===== src/rtl/rs232_arb_pkg.sv =====
// Shared types and constants for the RS232 transmit arbiter.
// Holds the arbiter state encoding and the header tag base value.
package rs232_arb_pkg;

  typedef enum logic [1:0] {
    IDLE   = 2'd0,
    HEADER = 2'd1,
    PASS   = 2'd2
  } state_e;

  // Header byte is HEADER_TAG | grantee index; the host demuxes streams by it
  localparam logic [7:0] HEADER_TAG = 8'h80;

endpackage


===== src/rtl/rs232_tx_arbiter_if.sv =====
// Requester-side AXI-stream bytes plus the shared output stream and grant status.
// slave = arbiter side, master = requesters/transmit-buffer side.
interface rs232_tx_arbiter_if #(
  parameter int PORTS = 4
);
  localparam int GW = $clog2(PORTS);

  logic [8*PORTS-1:0] idata;
  logic [PORTS-1:0]   ivalid;
  logic [PORTS-1:0]   ilast;
  logic [PORTS-1:0]   iready;
  logic [7:0]         odata;
  logic               ovalid;
  logic               olast;
  logic               oready;
  logic [GW-1:0]      ogrant;
  logic               obusy;

  modport slave (
    input  idata, ivalid, ilast, oready,
    output iready, odata, ovalid, olast, ogrant, obusy
  );

  modport master (
    output idata, ivalid, ilast, oready,
    input  iready, odata, ovalid, olast, ogrant, obusy
  );

endinterface


===== src/rtl/rr_pick.sv =====
// Combinational round-robin picker: first set request at or after ptr_i, wrapping.
// Zero latency; no handshake of its own.
module rr_pick #(
  parameter int N  = 4,
  parameter int PW = $clog2(N)
) (
  input  logic [N-1:0]  req_i,
  input  logic [PW-1:0] ptr_i,
  output logic [PW-1:0] idx_o,
  output logic          found_o
);

  localparam logic [PW:0] N_W = (PW+1)'(N);

  logic [N-1:0] win;
  logic [PW:0]  off;
  logic [PW:0]  sum;

  always_comb begin
    // Doubled vector shifted by the pointer puts the wrap-around candidates in order
    win     = N'({req_i, req_i} >> ptr_i);
    found_o = 1'b0;
    off     = '0;
    for (int i = N - 1; i >= 0; i--) begin
      if (win[i]) begin
        found_o = 1'b1;
        off     = (PW+1)'(i);
      end
    end
    sum   = {1'b0, ptr_i} + off;
    idx_o = (sum >= N_W) ? PW'(sum - N_W) : PW'(sum);
  end

endmodule


===== src/rtl/rs232_tx_arbiter.sv =====
// Round-robin, packet-atomic, burst-limited arbiter onto one byte stream; RS232_TX_ARBITER_HEADER_EN adds a tag byte per grant.
// Zero-cycle data path, one bubble per grant; oready is mirrored only to the grantee's iready.
module rs232_tx_arbiter
  import rs232_arb_pkg::*;
#(
  parameter int PORTS     = 4,
  parameter int MAX_BURST = 16
) (
  input logic               clock,
  input logic               resetn,
  rs232_tx_arbiter_if.slave bus
);

  localparam int GW = $clog2(PORTS);
  localparam int CW = $clog2(MAX_BURST + 1);
  localparam logic [GW-1:0] LAST_PORT = GW'(PORTS - 1);
  localparam logic [CW-1:0] BURST_MAX = CW'(MAX_BURST);
`ifdef RS232_TX_ARBITER_HEADER_EN
  localparam state_e GRANT_ENTRY = HEADER;
`else
  localparam state_e GRANT_ENTRY = PASS;
`endif

  state_e         state_q, state_d;
  logic [GW-1:0]  ptr_q, ptr_d;
  logic [GW-1:0]  grant_q, grant_d;
  logic [CW-1:0]  cnt_q, cnt_d;
  logic [GW-1:0]  pick_idx;
  logic           pick_found;
  logic [7:0]     sel_dat;
  logic           sel_vld;
  logic           sel_lst;
  logic [7:0]     odata;
  logic           ovalid;
  logic           olast;
  logic [PORTS-1:0] iready;

  rr_pick #(.N(PORTS)) u_pick (
    .req_i   (bus.ivalid),
    .ptr_i   (ptr_q),
    .idx_o   (pick_idx),
    .found_o (pick_found)
  );

  always_comb begin
    sel_dat = '0;
    sel_vld = 1'b0;
    sel_lst = 1'b0;
    for (int k = 0; k < PORTS; k++) begin
      if (grant_q == GW'(k)) begin
        sel_dat = bus.idata[8*k +: 8];
        sel_vld = bus.ivalid[k];
        sel_lst = bus.ilast[k];
      end
    end
  end

  always_comb begin
    state_d = state_q;
    ptr_d   = ptr_q;
    grant_d = grant_q;
    cnt_d   = cnt_q;
    odata   = '0;
    ovalid  = 1'b0;
    olast   = 1'b0;
    iready  = '0;
    case (state_q)
      IDLE: begin
        if (pick_found) begin
          grant_d = pick_idx;
          cnt_d   = '0;
          state_d = GRANT_ENTRY;
        end
      end
`ifdef RS232_TX_ARBITER_HEADER_EN
      HEADER: begin
        odata  = HEADER_TAG | {{(8-GW){1'b0}}, grant_q};
        ovalid = 1'b1;
        if (bus.oready) state_d = PASS;
      end
`endif
      PASS: begin
        odata  = sel_dat;
        ovalid = sel_vld;
        olast  = sel_vld & sel_lst;
        for (int k = 0; k < PORTS; k++) begin
          iready[k] = bus.oready && (grant_q == GW'(k));
        end
        if (sel_vld && bus.oready) begin
          cnt_d = cnt_q + 1'b1;
          // Counter tops out at MAX_BURST because that beat always releases
          if (sel_lst || cnt_d == BURST_MAX) begin
            state_d = IDLE;
            ptr_d   = (grant_q == LAST_PORT) ? '0 : grant_q + 1'b1;
          end
        end
      end
      default: state_d = IDLE;
    endcase
  end

  always_ff @(posedge clock or negedge resetn) begin
    if (!resetn) begin
      state_q <= IDLE;
      ptr_q   <= '0;
      grant_q <= '0;
      cnt_q   <= '0;
    end else begin
      state_q <= state_d;
      ptr_q   <= ptr_d;
      grant_q <= grant_d;
      cnt_q   <= cnt_d;
    end
  end

  assign bus.odata  = odata;
  assign bus.ovalid = ovalid;
  assign bus.olast  = olast;
  assign bus.iready = iready;
  assign bus.ogrant = grant_q;
  assign bus.obusy  = (state_q != IDLE);

endmodule

===== src/flat_wrapper.sv =====
// flat-port wrapper written by rule: the top's interface ports become plain ports
module rs232_tx_arbiter_flat import rs232_arb_pkg::*;
#(
  parameter int PORTS     = 4,
  parameter int MAX_BURST = 16
)
  (clock, resetn, bus_idata, bus_ivalid, bus_ilast, bus_oready, bus_iready, bus_odata, bus_ovalid, bus_olast, bus_ogrant, bus_obusy);
  rs232_tx_arbiter_if #(.PORTS(PORTS)) bus_i ();
  input logic clock;
  input logic resetn;
  input wire logic [$bits(bus_i.idata)-1:0] bus_idata;
  input wire logic [$bits(bus_i.ivalid)-1:0] bus_ivalid;
  input wire logic [$bits(bus_i.ilast)-1:0] bus_ilast;
  input wire logic [$bits(bus_i.oready)-1:0] bus_oready;
  output wire logic [$bits(bus_i.iready)-1:0] bus_iready;
  output wire logic [$bits(bus_i.odata)-1:0] bus_odata;
  output wire logic [$bits(bus_i.ovalid)-1:0] bus_ovalid;
  output wire logic [$bits(bus_i.olast)-1:0] bus_olast;
  output wire logic [$bits(bus_i.ogrant)-1:0] bus_ogrant;
  output wire logic [$bits(bus_i.obusy)-1:0] bus_obusy;
  assign bus_i.idata = bus_idata;
  assign bus_i.ivalid = bus_ivalid;
  assign bus_i.ilast = bus_ilast;
  assign bus_i.oready = bus_oready;
  assign bus_iready = bus_i.iready;
  assign bus_odata = bus_i.odata;
  assign bus_ovalid = bus_i.ovalid;
  assign bus_olast = bus_i.olast;
  assign bus_ogrant = bus_i.ogrant;
  assign bus_obusy = bus_i.obusy;
  rs232_tx_arbiter #(.PORTS(PORTS), .MAX_BURST(MAX_BURST)) u_core (.clock(clock), .resetn(resetn), .bus(bus_i));
endmodule

===== config.mk =====
export PLATFORM = sky130hd
export DESIGN_NAME = rs232_tx_arbiter_flat
export DESIGN_NICKNAME = d
export VERILOG_FILES = /design/src/rtl/rs232_arb_pkg.sv /design/src/rtl/rs232_tx_arbiter_if.sv /design/src/rtl/rr_pick.sv /design/src/rtl/rs232_tx_arbiter.sv /design/src/flat_wrapper.sv
export SDC_FILE = /design/constraint.sdc
export NUM_CORES = 1
export LEC_CHECK = 0
export CAP_MARGIN = 20
export CORE_MARGIN = 2
export CORE_UTILIZATION = 40
export DETAILED_ROUTE_END_ITERATION = 7
export HOLD_SLACK_MARGIN = 0.06
export PLACE_DENSITY_LB_ADDON = 0.08
export SETUP_SLACK_MARGIN = 0.02
export SYNTH_ARGS = -nofsm -noshare
export SYNTH_HDL_FRONTEND = slang
export SYNTH_SLANG_ARGS = --single-unit

===== constraint.sdc =====
create_clock -name clock -period 6.33 [get_ports clock]
set_clock_uncertainty 0.2 [all_clocks]
set_input_delay 1.266 -clock clock [delete_from_list [all_inputs] [get_ports clock]]
set_output_delay 1.266 -clock clock [all_outputs]
set_load 0.02 [all_outputs]

Word level (Yosys, flattened, before mapping)

Index checks and enable logic that the tools add are counted.

Memories kept: 0
Latch bits: 0
Word-level logic and storage cells: 66
Bits of input ports: 43
Bits in read-only memories: 0
Bits in writable memories: 0
Output and inout port bits: 17
Register bits after elaboration: 11

Magnitude comparators: 1
Add/subtract/negate cells: 4
Shift-type cells: 1
Equal/unequal tests: 8
Reduce and logical (&&, ||, !) cells: 14
$mul: 0
Divide/modulo/power cells: 0
Bitwise operators: 1
Multiplexer cells: 33

Operators by type and width:

| kind                | count |
|---|---|
| $mux 8              | 5 |
| $mux 1              | 14 |
| $mux 2              | 6 |
| $mux 5              | 2 |
| $pmux 5 s2          | 1 |
| $mux 3              | 3 |
| $reduce_and 3->1    | 3 |
| $shr 8x2->4         | 1 |
| $eq 2x2->1 const B  | 3 |
| $ne 2x1->1 const B  | 3 |
| $add 5x1->5 const B | 1 |
| $eq 5x5->1 const B  | 1 |
| $logic_and 1x1->1   | 5 |
| $logic_not 2->1     | 2 |
| $mux 4              | 1 |
| $pmux 2 s2          | 1 |
| $reduce_bool 2->1   | 2 |
| $add 2x3->3         | 1 |
| $ge 3x3->1 const B  | 1 |
| $add 2x1->2 const B | 1 |
| $eq 2x1->1 const B  | 1 |
| $reduce_and 2->1    | 1 |
| $sub 2x1->2 const B | 1 |
| $and 1x1->1         | 1 |
| $logic_or 1x1->1    | 1 |

Longest topological paths before layout

Gate-level depths: netlist of run 1.

Depth in word-level cells: 9
Gate-level depth with buffers: 10

Cells and area by module

From an unflattened synthesis of run 1, not the netlist that was laid out.

Cell total of the unflattened synthesis: 139
Area total of the unflattened synthesis: 1144.8 sq um

Modules (own cells, without submodules):

| module           | cells each | seq. area each (sq um) | area an instance (sq um) | times used |
|---|---|---|---|---|
| rs232_tx_arbiter | 116        | 250.2                  | 964.7                    | 1 |
| rr_pick          | 23         | 0.0                    | 180.2                    | 1 |

Least setup slack after synthesis of run 1

OpenSTA, ideal clock, no wires.

Kind: input to output
Start: in bus_ivalid[1]
End: out bus_olast
Setup slack: 2.777 ns
Required time: 4.864 ns
Data arrival time: 2.087 ns
Cell stages on the path: 4
Path buffers: 0
Path through: a211oi_1 -> a211oi_2 -> and2_2 -> and2_1

Longest elaborated chain between the ends: 5

RTL lines:

| element             | RTL line               | RTL |
|---|---|---|
| from (decl)         | flat_wrapper.sv:12     | `input wire logic [$bits(bus_i.ivalid)-1:0] bus_ivalid;` |
| $mux 1 (3 in a row) | rs232_tx_arbiter.sv:50 | `if (grant_q == GW'(k)) begin` |
| $and 1x1->1         | rs232_tx_arbiter.sv:85 | `olast = sel_vld & sel_lst;` |
| $mux 1              | rs232_tx_arbiter.sv:67 | `case (state_q)` |
| to (decl)           | flat_wrapper.sv:18     | `output wire logic [$bits(bus_i.olast)-1:0] bus_olast;` |

No other way between the ends.

Final worst setup path of run 1

Same ends and word-level chain as after synthesis.

==> summary.md, run 1 <==
| Metric | Value |
|---|---|
| Synth Instances | 138 |
| Drt total wl | 3275 um |
| CTS tree | done |
| Actual slew at the worst max-slew pin | 0.8234 ns |
| Maxcap violations | 0 |
| Fmax achieved | 0.2161 GHz |
| Comb power frac | 75.8% |
| PortBufs | 59 |
| Data required time at the worst endpoint | 4.86 ns |
| GR Util All Layers | 20.74% |
| Die span in x | 56.68 um |
| Power Density | 471.0 mW/mm^2 |
| Root buf cell | clkbuf_4 |
| Netlist cell types | 40 |
| Total negative slack | 0 ns |
| Crit path max fanout | 6 |
| First-pass GRT wire length | 5271 um |
| Initial core utilization | 41.31% |
| Top post-synthesis cells by area | dfrtp_1 (23%), ha_1 (6.8%), a21oi_1 (6.3%) |
| #FFs+latches synth | 10 |
| DPL Wire Length | 2460 um |
| Remaining Overflow, GRT | 0 |
| RSZ-0062 raised after global routing | no |
| Cts bufs inserted | 3 |
| Commonest non-fill, non-tap cell in the layout | clkdlybuf4s50_1 |
| Run status | finished clean |
| Cts repair resizes | 0 |
| Max-slew headroom | 45.11% |
| Post-CTS setup repair buffer count | 0 |
| Synthesized cell area | 0.001110 mm^2 |
| Fin util | 63.44% |
| Final GP Congestion | 0.7978 |
| Syn_nets | 187 |
| CP arrival | 3.16 ns |
| Initial antenna violation count | 0 |
| Diodes inserted | 0 |
| # fillers | 239 |
| Post-synthesis sequential area ratio | 22.55% |
| CP Launch Type | input port |
| Clock share of power | 7.5% |
| Slew Viols, Final | 0 |
| Max clock buf depth | 2 |
| TritonRoute pass-1 iters | 4 |
| Die Y-Extent | 56.68 um |
| CTS Hold Bufs | 0 |
| DR vias/cell | 5.462 |
| Nets | 242 |
| Syn_area_per_cell | 8.042 um^2 |
| Leakage Power | 0.0007022 uW |
| Clock sink total | 10 |
| Most frequent cells in the layout | clkdlybuf4s50_1 (59), a21oi_1 (14), nor2_1 (14) |
| Sw frac | 47.32% |
| Period minus WS final | 4.628 ns |
| Yosys top cell area share | 22.55% |
| Largest net degree at the start of global routing | 25 |
| Area grow syn2layout | 53.55% |
| Area of the die | 0.003212 mm^2 |
| I/O Pins | 60 |
| Drt wl/cell | 14.69 um |
| H-tree level count | 1 |
| DR iter-0 viols | 41 |
| Yosys warns | 0 |
| Worst Hold Class | flip-flop to flip-flop |
| Layout cell share with drive strength beyond 1 | 7.292% |
| Worst-path clk slew | 0.07 ns |
| Synth area leader | dfrtp_1 |
| Seq pwr share | 16.7% |
| Psw | 379.8 uW |
| Final setup fails | 0 |
| Post-DRT Antenna Nets | 0 |
| Core area | 0.002686 mm^2 |
| Final Hold Viols | 0 |
| Clock insertion delay at the later pin of the skew report | 0.28 ns |
| Worst VDD drop | 0.0003207 V |
| Via Count | 1218 |
| Vias in the first global route | 1125 |
| FP Rows | 19 |
| DRC viols | 0 |
| Critical path capture point type | primary output |
| Cell Int Power | 422.8 uW |
| Tcrit/Tclk final | 73.11% |
| Setup CP Type | input port to primary output |
## cells by family (layout without fill, tap and decap cells)
logic type,count (synthesis),after routing,synth area share [%]
AND/OR/NAND/NOR,61,61,29.54
flip-flops,10,10,22.55
adder cells (fa/ha/maj),6,6,6.764
multiplexers,4,4,4.510
XOR/XNOR,4,4,3.157
buffers and inverters,15,69,8.455
AO/OA/AOI/OAI,38,38,25.03
## final timing paths
check | startpoint | to | slack [ns] | depth (start not counted)
worst max-delay path | bus_ivalid[1] | bus_olast | 1.70 | 6
max in group asynchronous | resetn | u_core.ptr_q[0] | 4.50 | 1
worst min-delay path | u_core.cnt_q[2] | u_core.cnt_q[2] | 0.32 | 1
worst max register to register | u_core.bus.ogrant[1] | u_core.ptr_q[0] | 3.54 | 6
min in group asynchronous | resetn | u_core.cnt_q[3] | 1.11 | 1
worst min register to register | u_core.cnt_q[2] | u_core.cnt_q[2] | 0.32 | 1
## worst max-delay path: stages
cell,delay (ns)
clkdlybuf4s50_1,0.57
a211oi_1,0.12
a211oi_2,0.31
and2_2,0.18
and2_1,0.11
clkdlybuf4s50_1,0.60
## registers in the layout, indices dropped and copies added, names as in the netlist
name and count:
u_core.bus.ogrant 2, u_core.ptr_q 2, u_core.state_q 1, u_core.cnt_q 5
## layer usage
metal,vias to the layer above,track usage [%],wire length (um)
li1,606,-,-
met1,555,27.55,1491
met2,52,33.72,1461
met3,5,2.995,271
met4,0,8.163,51
met5,-,0,0
## synthesized netlist by cell type
| cell type | count |
|---|---|
| a22oi_4 | 1 |
| clkinv_1 | 1 |
| ha_1 | 6 |
| nor2b_2 | 1 |
| nand3b_1 | 1 |
| nor2b_1 | 10 |
| o22ai_1 | 1 |
| nand4b_1 | 1 |
| a211oi_1 | 1 |
| clkbuf_8 | 1 |
| a221oi_1 | 8 |
| mux2i_1 | 2 |
| a21boi_0 | 1 |
| and2_2 | 1 |
| a21oi_1 | 14 |
| buf_4 | 1 |
| clkbuf_1 | 3 |
| nor2_1 | 14 |
| mux2_4 | 2 |
| a21o_1 | 1 |
| nand3_2 | 1 |
| xor2_1 | 3 |
| or2_2 | 1 |
| and2_1 | 2 |
| dfrtp_1 | 10 |
| a221oi_2 | 1 |
| inv_1 | 5 |
| buf_2 | 1 |
| and3_1 | 4 |
| buf_6 | 3 |
| nor3_1 | 10 |
| o21ba_4 | 1 |
| nand2_1 | 6 |
| nor4_1 | 1 |
| nand3_1 | 5 |
| o21ai_0 | 7 |
| nor3b_1 | 3 |
| a211oi_2 | 1 |
| xnor2_1 | 1 |
| a2bb2oi_1 | 1 |
## power groups by stage
| stage | Clock, uW | Sequential [uW] | Combinational [uW] |
|---|---|---|---|
| CTS | 62.0 | 133 | 610 |
| global placement | 0 | 132 | 598 |
| global route | 64.6 | 140 | 662 |
| finish | 60.5 | 134 | 608 |
| detailed placement | 0 | 134 | 608 |
| floorplan | 0 | 130 | 415 |
## metrics by stage
step / cell area [um^2] / std cells / total power, uW / setup slack (ns) / hold WS (ns)
after floorplan: 1110 / 138 / 545.4 / 2.777 / 0.2866
after global placement: 1668 / 219 / 729.7 / 1.729 / 0.3065
after detailed placement: 1668 / 219 / 742.4 / 1.697 / 0.3111
after CTS: 1704 / 223 / 804.8 / 1.697 / 0.3283
after global routing: 1704 / 223 / 866.7 / 1.594 / 0.3573
final: 1704 / 223 / 802.7 / 1.702 / 0.3247
## layout make-up
class                           instances  area, um^2  share of cell area [%]
Tap cell                               31       38.79                   2.276
Inverter                                6       22.52                   1.322
Sequential cell                        10       250.2                   14.68
Timing Repair Buffer                   59       590.6                   34.65
Clock buffer                            4       36.28                   2.129
Multi-Input combinational cell        113       765.7                   44.93
Note: power is estimated with default switching activity, not from simulation.
==> run 2: changes to the inputs <==
--- a/config.mk
+++ b/config.mk
@@ -7,7 +7,7 @@
 export LEC_CHECK = 0
 export CAP_MARGIN = 20
 export CORE_MARGIN = 2
-export CORE_UTILIZATION = 40
+export CORE_UTILIZATION = 35
 export DETAILED_ROUTE_END_ITERATION = 7
 export HOLD_SLACK_MARGIN = 0.06
 export PLACE_DENSITY_LB_ADDON = 0.08
==> constraint.sdc (replaced) <==
create_clock -name clock -period 4.1 [get_ports clock]
set_clock_uncertainty 0.2 [all_clocks]
set_input_delay 0.82 -clock clock [delete_from_list [all_inputs] [get_ports clock]]
set_output_delay 0.82 -clock clock [all_outputs]
set_load 0.02 [all_outputs]
==> run 2 against run 1 <==
  * Register-to-register slack worse by 2.2 ns
  * Die area is 13% higher
  * Cell area increased by 1.4%
  * Clock-buffer cell count unchanged
  * Non-clock buffer count up 1
==> summary.md, run 2 (synthesis results as in run 1) <==
| Metric | Value |
|---|---|
| Crit path max fanout | 13 (was 6) |
| R2r setup slk | 1.39 ns (was 3.54 ns) |
| R2R depth | 7 (was 6) |
| Critical R2R Launch | u_core.bus.ogrant[0] (was u_core.bus.ogrant[1]) |
| Remaining Overflow, GRT | 0 (unchanged) |
| DR vias/cell | 4.992 (was 5.462) |
| GR Util All Layers | 18.83% (was 20.74%) |
| Max clock buf depth | 2 (unchanged) |
| Max-slew headroom | 57.14% (was 45.11%) |
| Largest net degree at the start of global routing | 22 (was 25) |
| Crit path capture | bus_olast (unchanged) |
| Worst path slowest cell | clkdlybuf4s50_1 (unchanged) |
| Cts repair resizes | 0 (unchanged) |
| WHS | 0.3501 ns (was 0.3247 ns) |
| Crit path depth | 7 (was 6) |
| DRC viols | 0 (unchanged) |
| Area grow syn2layout | 55.69% (was 53.55%) |
| Power Density | 712.6 mW/mm^2 (was 471.0 mW/mm^2) |
| Period minus WS final | 3.858 ns |
| Final setup fails | 0 (unchanged) |
| CP Launch Type | flip-flop (was input port) |
| Die Y-Extent | 60.31 um (was 56.68 um) |
| Fin util | 57.07% (was 63.44%) |
| Max reg flops | 5 (unchanged) |
| First-pass GRT wire length | 5264 um (was 5271 um) |
| Clock share of power | 6.9% (was 7.5%) |
| Setup CP Type | flip-flop to primary output (was input port to primary output) |
| Root buf cell | clkbuf_4 (unchanged) |
| Comb power frac | 76.4% (was 75.8%) |
| Maxcap violations | 0 (unchanged) |
| DPL Wire Length | 2542 um (was 2460 um) |
| Cell Int Power | 654.8 uW (was 422.8 uW) |
| Via Count | 1183 (was 1218) |
| Final Hold Viols | 0 (unchanged) |
| Slew Viols, Final | 0 (unchanged) |
| Layout cell share with drive strength beyond 1 | 7.772% (was 7.292%) |
| Fmax achieved | 0.2592 GHz |
| Total chip power | 1231 uW (was 802.7 uW) |
| PortBufs | 59 (unchanged) |
| Start point of the critical path | u_core.bus.ogrant[1] (was bus_ivalid[1]) |
| Most frequent cells in the layout | clkdlybuf4s50_1 (59), a21oi_1 (14), nor2_1 (14) (unchanged) |
| Slowest stage delay, CP | 0.60 ns (about the same) |
| Worst Hold Class | flip-flop to flip-flop (unchanged) |
| Run status | finished clean (unchanged) |
| CP delay by family, top | buffers and inverters (unchanged) |
| WP buf/inv | 2 (unchanged) |
| Sw frac | 46.82% (was 47.32%) |
| Tcrit/Tclk final | 94.10% |
| # fillers | 289 (was 239) |
| Critical path capture point type | primary output (unchanged) |
| Biggest register | u_core.cnt_q (unchanged) |
| Drt total wl | 3234 um (was 3275 um) |
| Register Area | 250.2 um^2 (unchanged) |
| Psw | 576.5 uW (was 379.8 uW) |
| I/O Pins | 60 (unchanged) |
| Diodes inserted | 0 (unchanged) |
| Initial antenna violation count | 0 (unchanged) |
| CTS tree | done (unchanged) |
| FP Rows | 20 (was 19) |
| CTS Hold Bufs | 0 (unchanged) |
| Multi-input logic area | 765.7 um^2 (unchanged) |
| Cts bufs inserted | 3 (unchanged) |
| Worst VDD drop | 0.0004302 V (was 0.0003207 V) |
| TritonRoute pass-1 iters | 4 (unchanged) |
| Initial core utilization | 36.65% (was 41.31%) |
| CP cell instances | inv_1 -> ha_1 -> nor2b_2 -> a22oi_4 -> a221oi_2 -> and2_1 -> clkdlybuf4s50_1 (was clkdlybuf4s50_1 -> a211oi_1 -> a211oi_2 -> and2_2 -> and2_1 -> clkdlybuf4s50_1) |
| Seq pwr share | 16.7% (about the same) |
| Core area | 0.003028 mm^2 (was 0.002686 mm^2) |
| Total negative slack | 0 ns (unchanged) |
| CP arrival | 2.84 ns (was 3.16 ns) |
| Clock sink total | 10 (unchanged) |
| H-tree level count | 1 (unchanged) |
| Post-DRT Antenna Nets | 0 (unchanged) |
| Drt wl/cell | 13.65 um (was 14.69 um) |
| Data required time at the worst endpoint | 3.08 ns (was 4.86 ns) |
| Post-CTS setup repair buffer count | 0 (unchanged) |
| Actual slew at the worst max-slew pin | 0.6429 ns (was 0.8234 ns) |
| DR iter-0 viols | 42 (was 41) |
| Die span in x | 60.31 um (was 56.68 um) |
| Leakage Power | 0.0007075 uW (was 0.0007022 uW) |
| Area of the die | 0.003637 mm^2 (was 0.003212 mm^2) |
| RSZ-0062 raised after global routing | no (unchanged) |
| Clock insertion delay at the later pin of the skew report | 0.25 ns (was 0.28 ns) |
| Worst-path clk slew | 0.06 ns (was 0.07 ns) |
| Final GP Congestion | 0.7553 (was 0.7978) |
| Reg-to-reg endpoint | u_core.ptr_q[0] (unchanged) |
| Commonest non-fill, non-tap cell in the layout | clkdlybuf4s50_1 (unchanged) |
| Vias in the first global route | 1142 (was 1125) |
| Nets | 243 (was 242) |
## run 2: layer usage
| metal | vias to the layer above | global-route usage, % | wire [um] |
|---|---|---|---|
| met4 | 0 | 5.397 | 9 |
| met3 | 2 | 2.597 | 221 |
| met5 | - | 0 | 0 |
| met1 | 531 | 24.67 | 1507 |
| met2 | 41 | 32.14 | 1496 |
| li1 | 609 | - | - |
## run 2: worst min-delay path by stage
stage | slack, ns | startpoint | end | cells after the start
after floorplan | 0.29 | u_core.cnt_q[2] | u_core.cnt_q[2] | 1
after global placement | 0.31 | u_core.cnt_q[2] | u_core.cnt_q[2] | 1
after detailed placement | 0.34 | u_core.cnt_q[2] | u_core.cnt_q[2] | 1
after CTS | 0.35 | u_core.cnt_q[2] | u_core.cnt_q[2] | 1
after global routing | 0.40 | u_core.cnt_q[2] | u_core.cnt_q[2] | 1
final | 0.35 | u_core.cnt_q[2] | u_core.cnt_q[2] | 1
## run 2: cell type report
| cell class | count | area share (%) |
|---|---|---|
| Timing Repair Buffer | 60 | 34.61 |
| Multi-Input combinational cell | 113 | 44.32 |
| Inverter | 6 | 1.303 |
| Sequential cell | 10 | 14.48 |
| Clock buffer | 4 | 2.100 |
| Tap cell | 44 | 3.186 |
## run 2: power by group through the flow
stage	Clock, uW	Combinational, uW	Sequential (uW)
2_1_floorplan	0	641	201
3_3_place_gp	0	935	202
3_5_place_dp	0	943	207
4_1_cts	88.5	948	206
5_1_grt	96.5	1040	217
6_report	84.9	941	206
## run 2: stage by stage
stage	cells	area [um^2]	worst slack [ns]
floorplan	138	1110	1.306
global placement	233	1692	0.3979
detailed placement	233	1692	0.3662
CTS	237	1728	0.2341
global route	237	1728	0.07736
finish	237	1728	0.2419
## run 2: worst reg2reg max path, cell delays in order (launching register included)
cell      delay, ns
dfrtp_1        0.42
inv_1          0.13
ha_1           0.58
a211oi_1       0.12
a211oi_2       0.29
nand3_2        0.23
o21ba_4        0.32
mux2_4         0.29
==> run 3: changes to the inputs <==
--- a/config.mk
+++ b/config.mk
@@ -12,6 +12,7 @@
 export HOLD_SLACK_MARGIN = 0.06
 export PLACE_DENSITY_LB_ADDON = 0.08
 export SETUP_SLACK_MARGIN = 0.02
+export SLEW_MARGIN = 20
 export SYNTH_ARGS = -nofsm -noshare
 export SYNTH_HDL_FRONTEND = slang
 export SYNTH_SLANG_ARGS = --single-unit
==> results of run 3 <==
No change in the layout: final DEF, timing and power equal those of run 2.
==> RTL edit (settings of run 3) <==
`MAX_BURST` is set to 16 in 2 places; all go to 32.
--- a/src/rtl/rs232_tx_arbiter.sv
+++ b/src/rtl/rs232_tx_arbiter.sv
@@ -6,3 +6,3 @@
   parameter int PORTS     = 4,
-  parameter int MAX_BURST = 16
+  parameter int MAX_BURST = 32
 ) (
--- a/src/flat_wrapper.sv
+++ b/src/flat_wrapper.sv
@@ -4,3 +4,3 @@
   parameter int PORTS     = 4,
-  parameter int MAX_BURST = 16
+  parameter int MAX_BURST = 32
 )
Formal check against the unedited RTL: no difference found for any inputs over 10 cycles, from zero or initial values and one cycle with resetn low; that may be too few to reach the edited logic, so the function may still have changed.
==> RTL edit against run 3 <==
- setup slack improved by 35 ps
- register-to-register slack got worse by 80 ps
- first-iteration DRC count rose by 4.8%
- wire length rose by 8.2%
- count of clock-buffer cells in the layout did not move
- total power rose by 9.8%
- sequential power rose by 8%
- clock power fell by 12%
- area after synthesis rose by 0.11%
- worst hold slack improved by 20 ps
- sequential cell count rose by 1
- cell area rose by 0.94%
- cell count rose by 3.0%
==> RTL edit: results (changes against run 3) <==
- The run finished with clean final reports.
- The worst IR drop on VDD is 0.418 mV (-2.9%).
- The final weighted congestion of routability-driven global placement came to 0.819 (+8.5%).
- The detailed-placement wirelength estimate is 2730 um (+7.6%).
- The number of nets in the layout is 250 (+2.9%).
- The fill cell total of the finished layout was 304 (+5.2%).
- The share of synthesized cell area in full adder, half adder and majority cells was 0.0676 (-0.0000762).
- For hold timing, the worst endpoint is u_core.cnt_q[2].
- The tightest hold margin is 370 ps (+20.1 ps).
- Sorting the synthesized cells by area gives the leading types as sky130_fd_sc_hd__dfrtp_1 (25%), sky130_fd_sc_hd__a21oi_1 (7.2%), sky130_fd_sc_hd__ha_1 (6.8%).
- The flip-flop count of the largest register, all copies and words added came to 6 (+1).
- The count of synthesis-stage warnings from yosys was 0 (unchanged).
- The total routing usage reported by global routing is 0.198 (+0.00957).
- The number of global-route vias before repair is 1252 (+9.6%).
- The share of post-route cells with drive strength above 1 is 0.0550 (-0.0227).
- The portion of the post-synthesis area used by sequential elements is 0.248 (+0.0223).
- The final routed wire length divided by cell count was 14.3 um (+5.1%).
- The endpoint of the most critical register-to-register path is u_core.ptr_q[1].
- The share of the synthesized netlist area taken by xor and xnor gates is 0.0315 (-0.0000355).
- The maximum number of pins on one net before global-route repair is 20 (-9.1%).
- The worst setup slack before clock tree synthesis is 501 ps (+135 ps).
- The DRC marker count from the first detailed-route iteration was 44 (+4.8%).
- The largest fanout of any net on the critical path is 12 (-1).
- The synthesized netlist net count was 193 (+3.2%).
- The cell count of the worst reg-to-reg path is 7 (unchanged).
- The worst setup slack for register-to-register paths came to 1310 ps (-80 ps).
- Counting instances in the post-synthesis netlist gives the leading cell types as sky130_fd_sc_hd__nor2_1 (19), sky130_fd_sc_hd__a21oi_1 (16), sky130_fd_sc_hd__nor3_1 (12), sky130_fd_sc_hd__dfrtp_1 (11).
- The multiplexer fraction of the synthesized cell area is 0.0450 (-0.0000508).
- The total of flip-flops plus latches after synthesis is 11 (+1).
- The clock network latency to the later pin of the worst-skew pair is 280 ps (+30 ps).
- The via count normalized by instance count is 5.18 (+3.8%).
- The startpoint identified for the worst register-to-register timing path is u_core.bus.ogrant[1].
- The wire length of the first global-routing pass is 5470 um (+3.9%).
- The hold buffer count at cts is 0 (unchanged).
- The leakage power figure was 0.000712 uW (+0.69%).
- The remaining max-slew budget at the tightest pin is 0.572 (+0.00105).
-- RTL edit: changes by cell type after synthesis, sizes merged, moves of 3 or more --
cell / delta
nor2: +5
o21ai: -3
nand2: +3
nand3: -3
-- RTL edit: cell type report --
type | count | share of cell area
Multi-Input combinational cell | 118 | 0.438
Timing Repair Buffer | 60 | 0.343
Sequential cell | 11 | 0.158
Tap cell | 44 | 0.0316
Clock buffer | 4 | 0.0151
Inverter | 7 | 0.0151
-- RTL edit: worst reg2reg max path: cells and delay by family, from the launching register on --
kind / cells / cell delay [ps]
compound gates: 2 / 740
simple gates: 2 / 560
flops: 1 / 420
fa+ha+maj: 1 / 360
mux: 1 / 310
buf+inv: 1 / 80
-- RTL edit: metal layers --
metal  up-vias  share of wire  track usage
met4         0          0.011       0.0921
met5         -              0            0
met3         6          0.068       0.0235
met2        44           0.47        0.357
li1        632              -            -
met1       582           0.45        0.233
-- RTL edit: per-stage QoR --
step	instance area, um2	std cells	total power [uW]
floorplan	1110	144	898
global placement	1720	240	1260
detailed placement	1720	240	1280
CTS	1740	244	1360
global route	1740	244	1470
finish	1740	244	1350
-- RTL edit: worst max-delay path by stage --
| stage | startpoint | endpoint | slack (ps) | cells after the start |
|---|---|---|---|---|
| 2_1_floorplan | u_core.bus.ogrant[1] | bus_olast | 1180 | 7 |
| 3_3_place_gp | bus_ivalid[3] | bus_olast | 540 | 5 |
| 3_5_place_dp | bus_ivalid[1] | bus_olast | 500 | 5 |
| 4_1_cts | u_core.bus.ogrant[1] | bus_olast | 250 | 7 |
| 5_1_grt | u_core.bus.ogrant[1] | bus_olast | 130 | 7 |
| 6_report | u_core.bus.ogrant[1] | bus_olast | 280 | 7 |
-- RTL edit: power breakdown --
group	switching [uW]	internal, uW
logic	555	499
clock network	37.0	37.8
registers	69.9	153
total	662	690
